<file path="src/rtl/reg_file_scoreboard.sv">
// reg_file_scoreboard
//   A 16 x 32 register file with three combinational read ports and one
//   writeback port. Each register has a small pending-write counter. Issue
//   increments the counter with a lock, and writeback decrements it. Any
//   qualified read of a register that still has a pending write after this
//   cycle's writeback raises hazard_stall.
//
// Ports
//   clk                    clock; all state changes on posedge
//   Nrst                   synchronous active-low reset
//   read_0/1/2 [3:0]       read register numbers
//   read_en [2:0]          per-port qualifier for the hazard check
//   rdata_0/1/2 [31:0]     read data, with same-cycle writeback bypass
//   lock_valid, lock_num   destination reservation request
//   lock_ready             reservation can be accepted this cycle
//   write_valid, write_num, write_data   writeback
//   hazard_stall           a qualified read hits an unresolved pending write
module reg_file_scoreboard #(
  parameter int PEND_W = 2
) (
  input  logic        clk,
  input  logic        Nrst,
  input  logic [3:0]  read_0,
  input  logic [3:0]  read_1,
  input  logic [3:0]  read_2,
  input  logic [2:0]  read_en,
  output logic [31:0] rdata_0,
  output logic [31:0] rdata_1,
  output logic [31:0] rdata_2,
  input  logic        lock_valid,
  input  logic [3:0]  lock_num,
  output logic        lock_ready,
  input  logic        write_valid,
  input  logic [3:0]  write_num,
  input  logic [31:0] write_data,
  output logic        hazard_stall
);

  localparam logic [PEND_W-1:0] PEND_MAX = '1;
  localparam logic [PEND_W-1:0] PEND_ONE = PEND_W'(1);

  logic [31:0]       regs [16];
  logic [PEND_W-1:0] pend [16];
  logic [3:0]        rd_num [3];
  logic              lock_fire;

  assign rd_num[0] = read_0;
  assign rd_num[1] = read_1;
  assign rd_num[2] = read_2;

  assign rdata_0 = (write_valid && write_num == read_0) ? write_data : regs[read_0];
  assign rdata_1 = (write_valid && write_num == read_1) ? write_data : regs[read_1];
  assign rdata_2 = (write_valid && write_num == read_2) ? write_data : regs[read_2];

  // A full counter can still accept a lock when a writeback retires one
  // reservation on the same register in the same cycle.
  assign lock_ready = (pend[lock_num] != PEND_MAX) ||
                      (write_valid && write_num == lock_num);
  assign lock_fire  = lock_valid && lock_ready;

  // The effective pending count is nonzero unless the last outstanding write
  // lands this cycle. That read is then served by the bypass.
  always_comb begin
    hazard_stall = 1'b0;
    for (int p = 0; p < 3; p++) begin
      if (read_en[p] && pend[rd_num[p]] != '0 &&
          !(pend[rd_num[p]] == PEND_ONE && write_valid && write_num == rd_num[p]))
        hazard_stall = 1'b1;
    end
  end

  always_ff @(posedge clk) begin
    if (!Nrst) begin
      for (int i = 0; i < 16; i++) begin
        regs[i] <= '0;
        pend[i] <= '0;
      end
    end else begin
      if (write_valid)
        regs[write_num] <= write_data;
      for (int i = 0; i < 16; i++) begin
        // A lock and a write to the same register cancel. The increment
        // and the decrement are treated as one reservation handed over.
        if (lock_fire && lock_num == 4'(i)) begin
          if (!(write_valid && write_num == 4'(i)))
            pend[i] <= pend[i] + PEND_ONE;
        end else if (write_valid && write_num == 4'(i) && pend[i] != '0) begin
          pend[i] <= pend[i] - PEND_ONE;
        end
      end
    end
  end

endmodule

</file>
<file path="config.mk">
export PLATFORM = sky130hd
export DESIGN_NAME = reg_file_scoreboard
export DESIGN_NICKNAME = d
export VERILOG_FILES = /design/src/rtl/reg_file_scoreboard.sv
export SDC_FILE = /design/constraint.sdc
export NUM_CORES = 1
export LEC_CHECK = 0
export BUFFER_PORTS_ARGS = -buffer_cell sky130_fd_sc_hd__buf_2
export CORE_ASPECT_RATIO = 1.2
export CORE_UTILIZATION = 50
export DETAILED_ROUTE_END_ITERATION = 12
export PLACE_DENSITY = 0.67
export SLEW_MARGIN = 20
export SYNTH_ARGS = -nofsm -noshare
export SYNTH_HDL_FRONTEND = slang
export SYNTH_SLANG_ARGS = --single-unit
</file>
<file path="constraint.sdc">
create_clock -name clk -period 5.6 [get_ports clk]
set_clock_uncertainty 0.15 [all_clocks]
set_input_delay 0.56 -clock clk [delete_from_list [all_inputs] [get_ports clk]]
set_output_delay 0.56 -clock clk [all_outputs]
set_load 0.02 [all_outputs]
</file>
==> impl_metrics.py <==
metrics = {
    "timing": {
        "tns_ns": 0,
        "rsz0062_at_grt": "no",
        "layout_min_cycle_time_ns": 4.11,
        "tightest_slew_ns": 1.23,
        "max_clock_freq_mhz": 243,
        "slew_headroom_pct": 17.5,
        "finalMaxSlewViolations": 0,
        "period_share_pct": 73.4,
        "hold_viol": 0,
        "setup_viol": 0,
    },
    "clock_network": {
        "cts_buffer_depth": 3,
        "cts_max_level": 2,
        "clk_pin_slew_ns": 0.06,
        "cts-root-buf": "clkbuf_16",
        "cts_setup_buffers": 0,
        "ctsHoldBuffers": 0,
        "clk_latency_ns": 0.64,
        "cts.sinks": 544,
        "cts_buffers": 57,
        "cts_resized": 0,
        "cts_tree": "yes",
    },
    "yosys": {
        "yosys_warnings": 0,
        "syn_area_mm2": 0.0350,
        "synth_edf_count": 544,
        "async_flop_share_pct": 0,
        "syn-mean-instance-area_um2": 15.7,
        "synth_nets": 2284,
        "synthFlopType": "edfxtp_1",
        "yosysSeqAreaShare_pct": 46.7,
        "ys_types": 52,
        "netlist_instances": 2224,
        "synth-seq-cells": 544,
    },
    "drt": {
        "wl_per_cell_um": 35.0,
        "vias": 23162,
        "final_antenna_net_count": 0,
        "dr.pass1.iters": 8,
        "via_per_inst": 7.16,
        "first_iter_violations": 3192,
        "drcViolationCount": 0,
        "wl_mm": 113,
    },
    "power_and_ir_drop": {
        "power.internal_mw": 7.96,
        "p_sw_share_pct": 27.0,
        "seqPwrFrac_pct": 45.3,
        "p_sw_mw": 2.95,
        "p_leak_nw": 13.0,
        "power_frac_clock_pct": 36.2,
        "ir_worst_vdd_mv": 0.263,
        "power_density_mw_per_mm2": 281,
        "power_frac_comb_pct": 18.5,
    },
    "global_route": {
        "grt_pass1_vias": 23563,
        "grt-ovfl-total": 0,
        "grtUsageTotal_pct": 32.3,
        "grt_start_max_net_pins": 71,
        "antenna_found_initial": 6,
        "grt_pass1_wl_mm": 164,
    },
    "die": {
        "pin_count": 157,
        "dieArea_mm2": 0.0711,
        "start_util_pct": 50.8,
        "die_h_um": 292,
        "core-area_mm2": 0.0688,
        "fp-row-count": 105,
        "die_width_um": 244,
    },
    "critical_path": {
        "reg2reg_from": "pend[10][1]",
        "crit_end": "lock_ready",
        "r2r_end": "pend[2][0]",
        "cp.required_ns": 4.89,
        "worstPathArrival_ns": 3.40,
        "crit_start": "pend[10][1]",
        "startpoint_type": "flip-flop",
        "reg2reg_slack_ns": 2.16,
        "critical_path.max_fanout": 17,
        "r2r_cells": 7,
        "end_kind": "output pin",
        "setup.worst_path.class": "flip-flop to output pin",
    },
    "placed_design": {
        "gp_congestion": 0.886,
        "port_buffers": 156,
        "place_hpwl_mm": 66.3,
    },
    "cells_and_area": {
        "fin_nets": 2332,
        "final_cell_mix": "edfxtp_1 (544), and2_1 (514), mux4_2 (511), buf_2 (147), mux2_2 (96)",
        "nFillCells": 5309,
        "area_delta_synth_final_pct": 11.1,
        "final_core_util_pct": 56.5,
        "drive_above_1_share_pct": 41.7,
        "layout_commonest_cell": "edfxtp_1",
    },
    "outcome": {
        "outcome": "finished clean",
    },
    "hold_path": {
        "worstHoldPathType": "primary input to flip-flop",
    },
    "job": {
        "maxCapViolations": 0,
    },
}
-- flip-flops by register name, summed over array words and instances (netlist names) --
register / cells
pend: 32
regs: 512
-- cell usage after synthesis (10+ instances only) --
master,n,area [um^2]
mux2_2,96,1080
inv_1,10,37.5
buf_2,20,100
o211ai_1,17,128
and2_1,514,3220
nand2_1,38,143
xor2_1,12,105
nor2_1,51,191
o21ai_0,22,110
a21oi_1,14,70.1
mux4_2,511,11500
nand3_1,42,210
edfxtp_1,544,16300
nor2b_1,20,125
o21ai_1,10,50.1
buf_1,52,195
clkbuf_1,160,601
-- kinds of logic after synthesis --
kind of cell	count (synthesis)	share of synthesized area [%]
DFF	544	46.7
adders and majority gates	1	0.0357
xor gates and xnor gates	16	0.400
and+or+nand+nor	704	11.9
buffers and inverters	250	2.87
muxes	611	36.1
AOI/OAI and AO/OA	98	2.06
-- worst max-delay path, cell delays in order, from the launching register on --
cell	delay, ns
edfxtp_1	0.57
mux2i_1	0.14
a221o_1	0.35
o32ai_4	0.47
and2_1	0.62
inv_2	0.35
buf_2	0.26
-- how the worst min path moves through the flow --
stage | startpoint | to | slack (ns) | cells after the start
after floorplan | pend[9][0] | pend[9][0] | 0.45 | 1
after global placement | pend[4][0] | pend[4][0] | 0.54 | 1
after detailed placement | pend[7][0] | pend[7][0] | 0.55 | 1
after CTS | write_data[28] | regs[14][28] | 0.24 | 2
after global routing | write_data[31] | regs[1][31] | 0.28 | 2
final | write_data[28] | regs[14][28] | 0.26 | 2
-- power groups by stage --
stage	logic (mW)	clock network (mW)	registers, mW
after CTS	2.01	3.98	4.93
after global placement	1.97	0	4.98
after detailed placement	2.00	0	5.01
after floorplan	1.40	0	4.94
after global routing	2.09	4.12	4.97
final	2.02	3.96	4.94
-- stage by stage --
step	total power [mW]	hold WS, ns	setup slack (ns)	cells	cell area [um^2]
finish	10.9	0.258	1.49	3234	38900
global route	11.2	0.279	1.34	3231	38900
CTS	10.9	0.239	1.52	3230	38900
detailed placement	7.01	0.554	1.71	3122	36900
global placement	6.96	0.538	1.73	3121	36900
floorplan	6.33	0.446	1.06	2224	35000
-- final cells by class --
cell class | instances | area [um^2] | share of cell area, %
inverter | 12 | 45.0 | 0.116
multi-input combinational | 1430 | 17900 | 46.2
clock buffer | 66 | 1480 | 3.81
tap | 909 | 1140 | 2.93
clock inverter | 42 | 443 | 1.14
sequential | 544 | 16300 | 42.0
antenna | 4 | 10.0 | 0.0257
timing repair buffer | 227 | 1480 | 3.80
-- routing by layer --
layer / vias up / global-route usage [%] / wire length [um] / share of wire [%]
met5: - / 0 / 28 / 0.025
met4: 4 / 15.7 / 6090 / 5.4
met3: 363 / 6.41 / 12100 / 11
met2: 1671 / 53.5 / 56000 / 49
met1: 12047 / 40.9 / 39100 / 34
li1: 9077 / - / - / -
Power figures use the tool's default switching activity.
